$ cat src/rtl/link_train_ctrl.sv
// ============================================================================
// link_train_ctrl : training sequencer for the receive word aligner
//   Optional: LINK_TRAIN_AUTORETRY_EN enables a timed backoff exit from FAIL.
//   Rev 1.0 - initial release
// ============================================================================
`default_nettype none

module link_train_ctrl #(
  parameter int          INIT_CYC  = 16,
  parameter int          ALIGN_TO  = 1024,
  parameter int          VERIFY_N  = 4,
  parameter int          MAX_RETRY = 3,
  parameter logic [31:0] SYNC_WORD = 32'hF731_8CEF
) (
  input  logic        clk_i,
  input  logic        rst_ni,
  input  logic        start_i,
  input  logic        relink_i,
  input  logic        aligned_i,
  input  logic        dipush_i,
  input  logic [31:0] din_i,
  output logic        phy_init_o,
  output logic        tx_train_o,
  output logic        dopush_o,
  output logic [31:0] dout_o,
  output logic        link_up_o,
  output logic        link_fail_o,
  output logic [3:0]  retry_cnt_o
);

  localparam logic [2:0] S_IDLE   = 3'd0;
  localparam logic [2:0] S_INIT   = 3'd1;
  localparam logic [2:0] S_WAIT   = 3'd2;
  localparam logic [2:0] S_VERIFY = 3'd3;
  localparam logic [2:0] S_RETRY  = 3'd4;
  localparam logic [2:0] S_LINKUP = 3'd5;
  localparam logic [2:0] S_FAIL   = 3'd6;

`ifdef LINK_TRAIN_AUTORETRY_EN
  localparam int BACKOFF_CYC = 4 * ALIGN_TO;
`else
  localparam int BACKOFF_CYC = 1;
`endif

  // One shared state timer, sized for the longest interval it must measure.
  localparam int T_SPAN = (ALIGN_TO > INIT_CYC) ? ALIGN_TO : INIT_CYC;
  localparam int T_LIM  = (BACKOFF_CYC > T_SPAN) ? BACKOFF_CYC : T_SPAN;
  localparam int TW     = $clog2(T_LIM) + 1;
  localparam int MW     = $clog2(VERIFY_N + 1);

  localparam logic [TW-1:0] INIT_END    = TW'(INIT_CYC - 1);
  localparam logic [TW-1:0] ALIGN_END   = TW'(ALIGN_TO - 1);
  localparam logic [TW-1:0] BACKOFF_END = TW'(BACKOFF_CYC - 1);
  localparam logic [MW-1:0] VERIFY_LAST = MW'(VERIFY_N - 1);
  localparam logic [3:0]    RETRY_LIM   = 4'(MAX_RETRY);

  logic [2:0]    state_q, state_d;
  logic [TW-1:0] timer_q, timer_d;
  logic [MW-1:0] match_q, match_d;
  logic [3:0]    retry_q, retry_d;
  logic          start_q;
  logic          phy_init_q, phy_init_d;
  logic          tx_train_q, tx_train_d;
  logic          link_up_q, link_up_d;
  logic          link_fail_q, link_fail_d;
  logic          dopush_q, dopush_d;
  logic [31:0]   dout_q, dout_d;

  logic start_rise;
  assign start_rise = start_i & ~start_q;

  always_ff @(posedge clk_i or negedge rst_ni) begin
    if (!rst_ni) begin
      state_q     <= S_IDLE;
      timer_q     <= '0;
      match_q     <= '0;
      retry_q     <= '0;
      start_q     <= 1'b0;
      phy_init_q  <= 1'b0;
      tx_train_q  <= 1'b0;
      link_up_q   <= 1'b0;
      link_fail_q <= 1'b0;
      dopush_q    <= 1'b0;
      dout_q      <= '0;
    end else begin
      state_q     <= state_d;
      timer_q     <= timer_d;
      match_q     <= match_d;
      retry_q     <= retry_d;
      start_q     <= start_i;
      phy_init_q  <= phy_init_d;
      tx_train_q  <= tx_train_d;
      link_up_q   <= link_up_d;
      link_fail_q <= link_fail_d;
      dopush_q    <= dopush_d;
      dout_q      <= dout_d;
    end
  end

  always_comb begin
    state_d = state_q;
    retry_d = retry_q;
    match_d = match_q;
    timer_d = (&timer_q) ? timer_q : timer_q + TW'(1);
    case (state_q)
      S_IDLE: begin
        if (start_rise) begin
          state_d = S_INIT;
          retry_d = '0;
        end
      end
      S_INIT: begin
        if (timer_q == INIT_END) state_d = S_WAIT;
      end
      S_WAIT: begin
        if (aligned_i)                   state_d = S_VERIFY;
        else if (timer_q == ALIGN_END)   state_d = S_RETRY;
      end
      S_VERIFY: begin
        // The idle timeout measures the gap since the most recent aligned word.
        if (dipush_i) begin
          timer_d = '0;
          if (din_i == SYNC_WORD) begin
            if (match_q == VERIFY_LAST) state_d = S_LINKUP;
            else                        match_d = match_q + MW'(1);
          end else begin
            state_d = S_RETRY;
          end
        end else if (timer_q == ALIGN_END) begin
          state_d = S_RETRY;
        end
      end
      S_RETRY: begin
        retry_d = (retry_q == 4'hF) ? retry_q : retry_q + 4'd1;
        state_d = (retry_d >= RETRY_LIM) ? S_FAIL : S_INIT;
      end
      S_LINKUP: begin
        if (relink_i) begin
          state_d = S_INIT;
          retry_d = '0;
        end
      end
      S_FAIL: begin
        if (start_rise) begin
          state_d = S_INIT;
          retry_d = '0;
        end
`ifdef LINK_TRAIN_AUTORETRY_EN
        else if (timer_q == BACKOFF_END) begin
          state_d = S_INIT;
          retry_d = '0;
        end
`endif
      end
      default: state_d = S_IDLE;
    endcase
    if (state_d != state_q) begin
      timer_d = '0;
      match_d = '0;
    end
  end

  // Outputs are registered from the next state so they line up with the state.
  always_comb begin
    phy_init_d  = (state_d == S_INIT);
    tx_train_d  = (state_d == S_INIT) || (state_d == S_WAIT) || (state_d == S_VERIFY);
    link_up_d   = (state_d == S_LINKUP);
    link_fail_d = (state_d == S_FAIL);
    dopush_d    = (state_q == S_LINKUP) && (state_d == S_LINKUP) && dipush_i;
    dout_d      = dopush_d ? din_i : dout_q;
  end

  assign phy_init_o  = phy_init_q;
  assign tx_train_o  = tx_train_q;
  assign link_up_o   = link_up_q;
  assign link_fail_o = link_fail_q;
  assign dopush_o    = dopush_q;
  assign dout_o      = dout_q;
  assign retry_cnt_o = retry_q;

endmodule

`default_nettype wire

$ cat config.mk
export PLATFORM = sky130hd
export DESIGN_NAME = link_train_ctrl
export DESIGN_NICKNAME = d
export VERILOG_FILES = /design/src/rtl/link_train_ctrl.sv
export SDC_FILE = /design/constraint.sdc
export NUM_CORES = 1
export LEC_CHECK = 0
export ABC_AREA = 1
export CAP_MARGIN = 15
export CORE_MARGIN = 1.5
export CORE_UTILIZATION = 23
export DETAILED_ROUTE_END_ITERATION = 8
export HOLD_SLACK_MARGIN = 0.08
export PLACE_DENSITY_LB_ADDON = 0.2
export RECOVER_POWER = 100
export REMOVE_ABC_BUFFERS = 1
export SLEW_MARGIN = 20
export SYNTH_ARGS = -nofsm -noshare
export SYNTH_HDL_FRONTEND = slang
export SYNTH_SLANG_ARGS = --single-unit
$ cat constraint.sdc
create_clock -name clk_i -period 4.75 [get_ports clk_i]
set_clock_uncertainty 0.15 [all_clocks]
set_input_delay 0.7125 -clock clk_i [delete_from_list [all_inputs] [get_ports clk_i]]
set_output_delay 0.7125 -clock clk_i [all_outputs]
set_load 0.02 [all_outputs]
==> summary.txt, run 1 <==
EDFF count, synth: 0
count leader, synth: nand2_1
Placement Setup Slack: 1824 ps
largest net degree at the start of global routing: 60
Synth Instances: 403
Port-buffer cells: 78
Critical Path End Type: flip-flop
FILL cells: 1417
reg2reg path depth: 8
Critical Path Start: dipush_i
fmax: 307.7 MHz
Register Area: 1476 sq um
Reg clk slew, reported paths: 50 ps
Critical Path RT: 4790 ps
RSZ-0062 raised after global routing: no
CP Launch Type: primary input
ys async rst share: 100.0%
area delta synth->final: 40.70%
Mapped Area: 3087 sq um
post-synth top area share: 47.83%
Netlist cell types: 31
R2R Setup Slk: 1740 ps
TritonCTS clock tree: built
RePlAce Congestion: 0.7888
H-tree depth: 3
Max Root-Sink Buffers: 2
Antenna Cells: 0
CP max FO: 44
initial antenna violation count: 0
pwr/cell area: 508.7 nW/um^2
worst-margin pin slew: 982.2 ps
hold_ws: 311.1 ps
cts hold-fix bufs: 0
Final Max Tran Viols: 0
Fin Setup TNS: 0 ps
CTS buffer count: 9
mean post-synth cell area: 7.659 sq um
Final HPWL DP: 5696 um
routed via count: 2803
ranking of synthesized cells by area: dfrtp_1 48%, nand2_1 17%, inv_1 4.9%, nand3_1 4.2%, o21ai_0 4.2%
final routed DRC violation total: 0
Die X: 118.8 um
Cell Rows: 42
layout cells sized above 1: 9.035%
Max rail drop VDD: 0.1515 mV
Die Y: 118.8 um
kind of critical path: in -> reg
number of detailed-route iterations in the first pass: 4
drt initial violations: 135
P_leak: 0.002117 uW
multi-input logic area: 1355 sq um
crit path time final: 3250 ps
RR Endpoint: dout_o[18]
fin util: 32.93%
count of final setup violators: 0
Max transition margin: 34.52%
gr ovfl total: 0
Worst EP arrival: 3290 ps
nets: 524
start of the worst register-to-register path: state_q[2]
hold crit path type: reg -> reg
routed len/inst: 11.94 um
outcome: finished clean
Hold Startpoint: dout_o[5]
Via density: 4.228
GRT Overall Usage: 11.67%
Final Hold Viols: 0
core region area: 13190 sq um
FF+latch count, synth: 59
Starting Density: 23.40%
CTS root buf: clkbuf_16
io pins: 79
period utilisation layout: 68.42%
Routed WL: 7913 um
Seq/Total Area, Yosys: 47.83%
PostCTS Resize Cnt: 0
Worst-Skew Late Latency: 330 ps
post-route setup slack: 1500 ps
vias in the first global route: 2671
wire length of the first global-routing pass: 12990 um
Setup Buffers After CTS: 0
Setup crit end: dout_o[18]
Syn. warnings: 0
Synth area leader: dfrtp_1
Most used DFF post-synth: dfrtp_1
Power Total: 2209 uW
post-route antenna net violation count: 0
top cells by count, synth: 143 x nand2_1, 59 x dfrtp_1, 40 x inv_1
maxcap violations: 0
CTS Sinks: 59
Die Area: 14120 sq um
worst min path at each step:
stage | to | slack, ps | cells past startpoint
2_1_floorplan | dopush_o | 270 | 0
3_3_place_gp | dout_o[5] | 310 | 2
3_5_place_dp | dout_o[5] | 310 | 2
4_1_cts | dout_o[5] | 320 | 2
5_1_grt | dout_o[2] | 340 | 2
6_report | dout_o[5] | 310 | 2
state kept, by name, summed over array words and instances, names as in the netlist:
signal	cells
phy_init_o	1
tx_train_o	1
timer_q	11
retry_cnt_o	4
dout_o	32
dopush_o	1
link_fail_o	1
link_up_o	1
match_q	3
state_q	3
start_q	1
placed cells by master (no fill, tap or decap), drive strengths merged, types with 3 or more instances in the layout:
master,count
dlygate4sd3,44
nand3,32
bufinv,3
ha,4
inv,43
nand4,10
nor2,46
a21oi,4
clkdlybuf4s50,33
dfrtp,59
o21ai,29
nor3,4
nand2,149
clkbuf,12
layout make-up:
class                           count  area share (%)
Sequential cell                    59           34.00
Multi-Input combinational cell    289           31.20
Timing Repair Buffer               80           18.12
Clock buffer                       11           5.589
Tap cell                          176           5.071
Inverter                           43           3.717
Clock inverter                      5           2.305
critical path: stages:
cell	delay, ps
dlygate4sd3_1	610
inv_1	220
nor2_1	160
clkbuf_1	740
inv_2	550
nand2_1	180
o21ai_0	90
layer usage:
layer	wire [um]	track usage, %	share of wire [%]	vias to the layer above
li1	-	-	-	1441
met1	3713	14.57	47	1308
met2	3829	18.60	48	46
met3	235	3.496	3.0	8
met4	134	5.271	1.7	0
met5	0	0	0	-
through the flow:
step,area [sq um],cells
after floorplan,3027,391
after global placement,4038,647
after detailed placement,4038,647
after CTS,4380,663
after global routing,4343,663
final,4343,663
cell families (layout without fill, tap and decap cells):
group / after synthesis / in the layout / synth area share, %
and+or+nand+nor: 242 / 242 / 35.14
DFF: 59 / 59 / 47.83
buffers and inverters: 55 / 139 / 7.174
AOI/OAI and AO/OA: 39 / 39 / 7.094
adders and majority gates: 4 / 4 / 1.621
xor gates and xnor gates: 4 / 4 / 1.135
report_power, final:
part | total, uW | switching (uW) | internal [uW]
Clock | 757 | 232 | 524
Combinational | 740 | 448 | 291
Sequential | 713 | 89.1 | 624
Total | 2210 | 770 | 1440
Power figures use the tool's default switching activity.
==> inputs of run 2 (changes only) <==
==> constraint.sdc (replaced) <==
create_clock -name clk_i -period 2.7 [get_ports clk_i]
set_clock_uncertainty 0.15 [all_clocks]
set_input_delay 0.405 -clock clk_i [delete_from_list [all_inputs] [get_ports clk_i]]
set_output_delay 0.405 -clock clk_i [all_outputs]
set_load 0.02 [all_outputs]
==> run 2 against run 1 <==
Net effect:
- via count fell by 2.1%
- combinational power grew 77%
- total power is 72% higher
- cell area increased by 0.46%
- setup slack worse by 1200 ps
- critical path depth unchanged
- core utilization up 0.15 points
- global-route usage increased by 0.44 points
- sequential power is 75% higher
- critical path type is now reg -> reg
- cell count grew 0.60%
- sequential share of layout area shrank 0.16 points
==> summary.txt, run 2 (synthesized netlist as in run 1, its figures left out) <==
outcome: finished clean (unchanged)
count of final setup violators: 0 (unchanged)
period utilisation layout: 88.47%
fin util: 33.08% (was 32.93%)
Critical Path End Type: flip-flop (unchanged)
number of detailed-route iterations in the first pass: 4 (unchanged)
PostCTS Resize Cnt: 0 (unchanged)
CP max FO: 21 (was 44)
CTS buffer count: 9 (unchanged)
routed len/inst: 11.94 um (about the same)
Die Area: 14120 sq um (unchanged)
io pins: 79 (unchanged)
Die Y: 118.8 um (unchanged)
Worst-Skew Late Latency: 330 ps (about the same)
Reg clk slew, reported paths: 60 ps (was 50 ps)
Int Pwr: 2430 uW (was 1439 uW)
Critical Path RT: 2820 ps (was 4790 ps)
Final Hold Viols: 0 (unchanged)
gr ovfl total: 0 (unchanged)
core region area: 13190 sq um (unchanged)
initial antenna violation count: 0 (unchanged)
final routed DRC violation total: 0 (unchanged)
Switch Pwr: 1376 uW (was 769.7 uW)
Port-buffer cells: 78 (unchanged)
Cell Rows: 42 (unchanged)
Max rail drop VDD: 0.3437 mV (was 0.1515 mV)
CTS root buf: clkbuf_16 (unchanged)
Starting Density: 23.40% (unchanged)
Antenna Cells: 0 (unchanged)
RePlAce Congestion: 0.7964 (was 0.7888)
post-route setup slack: 311.3 ps (was 1500 ps)
Fin Setup TNS: 0 ps (unchanged)
Placement Setup Slack: 74.00 ps (was 1824 ps)
H-tree depth: 3 (unchanged)
Via density: 4.114 (was 4.228)
Max transition margin: 35.35% (was 34.52%)
area delta synth->final: 41.35% (was 40.70%)
fmax: 418.6 MHz
FILL cells: 1391 (was 1417)
vias in the first global route: 2739 (was 2671)
commonest non-fill, non-tap cell in the layout: nand2_1 (unchanged)
Die X: 118.8 um (unchanged)
routed via count: 2744 (was 2803)
CTS Sinks: 59 (unchanged)
pwr/cell area: 872.5 nW/um^2 (was 508.7 nW/um^2)
Gate power share: 34.5% (was 33.5%)
placed instance area: 4085 sq um (was 4038 sq um)
CP Launch Type: flip-flop (was primary input)
max FFs per register: 32 (unchanged)
Worst EP arrival: 2510 ps (was 3290 ps)
Final Max Tran Viols: 0 (unchanged)
most frequent cells in the layout: 144 x nand2_1, 59 x dfrtp_1, 44 x dlygate4sd3_1 (unchanged)
switching share of power: 36.16% (was 34.84%)
RSZ-0062 raised after global routing: no (unchanged)
Max Root-Sink Buffers: 2 (unchanged)
wire length of the first global-routing pass: 13600 um (was 12990 um)
worst-margin pin slew: 969.8 ps (was 982.2 ps)
GRT Overall Usage: 12.11% (was 11.67%)
hold crit path type: reg -> reg (unchanged)
TritonCTS clock tree: built (unchanged)
Clk pwr share: 32.7% (was 34.3%)
drt initial violations: 134 (was 135)
Flop pwr share: 32.9% (was 32.3%)
P_leak: 0.002122 uW (was 0.002117 uW)
largest net degree at the start of global routing: 45 (was 60)
hold_ws: 313.8 ps (was 311.1 ps)
Design Area, Final: 4363 sq um (was 4343 sq um)
Setup Buffers After CTS: 0 (unchanged)
cts hold-fix bufs: 1 (was 0)
layout cells sized above 1: 9.572% (was 9.035%)
nets: 528 (was 524)
Routed WL: 7961 um (was 7913 um)
Final HPWL DP: 5854 um (was 5696 um)
kind of critical path: reg -> reg (was in -> reg)
post-route antenna net violation count: 0 (unchanged)
crit path time final: 2389 ps
maxcap violations: 0 (unchanged)
## run 2: changes by cell type in the layout (fill, tap and decap cells not counted), sizes merged
cell           previous run  this run
clkinvlp                  0         2
bufinv                    3         2
clkbuf                   12        13
clkdlybuf4s50            33        34
inv                      43        44
## run 2: final cells by class
cell class	instances	area, sq um	area share (%)
sequential	59	1476	33.84
timing repair buffer	84	814.5	18.67
multi-input combinational	289	1364	31.26
inverter	43	161.4	3.699
tap	176	220.2	5.047
clock buffer	9	225.2	5.162
clock inverter	7	101.3	2.323
## run 2: per-stage QoR
stage / std cells / power, uW
after global routing: 667 / 4068
final: 667 / 3807
after floorplan: 391 / 2088
after detailed placement: 650 / 2697
after CTS: 667 / 3968
after global placement: 650 / 2682
## run 2: layer usage
metal	global-route usage, %	wire length, um
met2	19.77	3700
met4	4.819	204
met5	0	0
met1	15.41	3818
met3	2.969	237
## run 2: final timing paths
kind,cells past startpoint,endpoint,slack [ps],from
max in group asynchronous,3,phy_init_o,640,rst_ni
max,7,dout_o[24],310,state_q[2]
min in group asynchronous,2,dout_o[25],540,rst_ni
min,2,dout_o[15],310,dout_o[15]
min reg2reg,2,dout_o[15],310,dout_o[15]
max reg2reg,7,dout_o[24],310,state_q[2]
## run 2: critical path: stages, from the launching register on
cell and delay, ps:
dfrtp_1 540, nand3_1 210, nor2_1 180, inv_1 90
nor2_1 150, clkbuf_1 750, nand2_1 130, nand2_1 110
## run 2: power by group through the flow
stage | clock network [uW] | logic, uW | registers, uW
finish | 1240 | 1310 | 1250
floorplan | 0 | 626 | 1460
CTS | 1280 | 1430 | 1260
detailed placement | 0 | 1420 | 1270
global route | 1320 | 1460 | 1280
global placement | 0 | 1410 | 1270
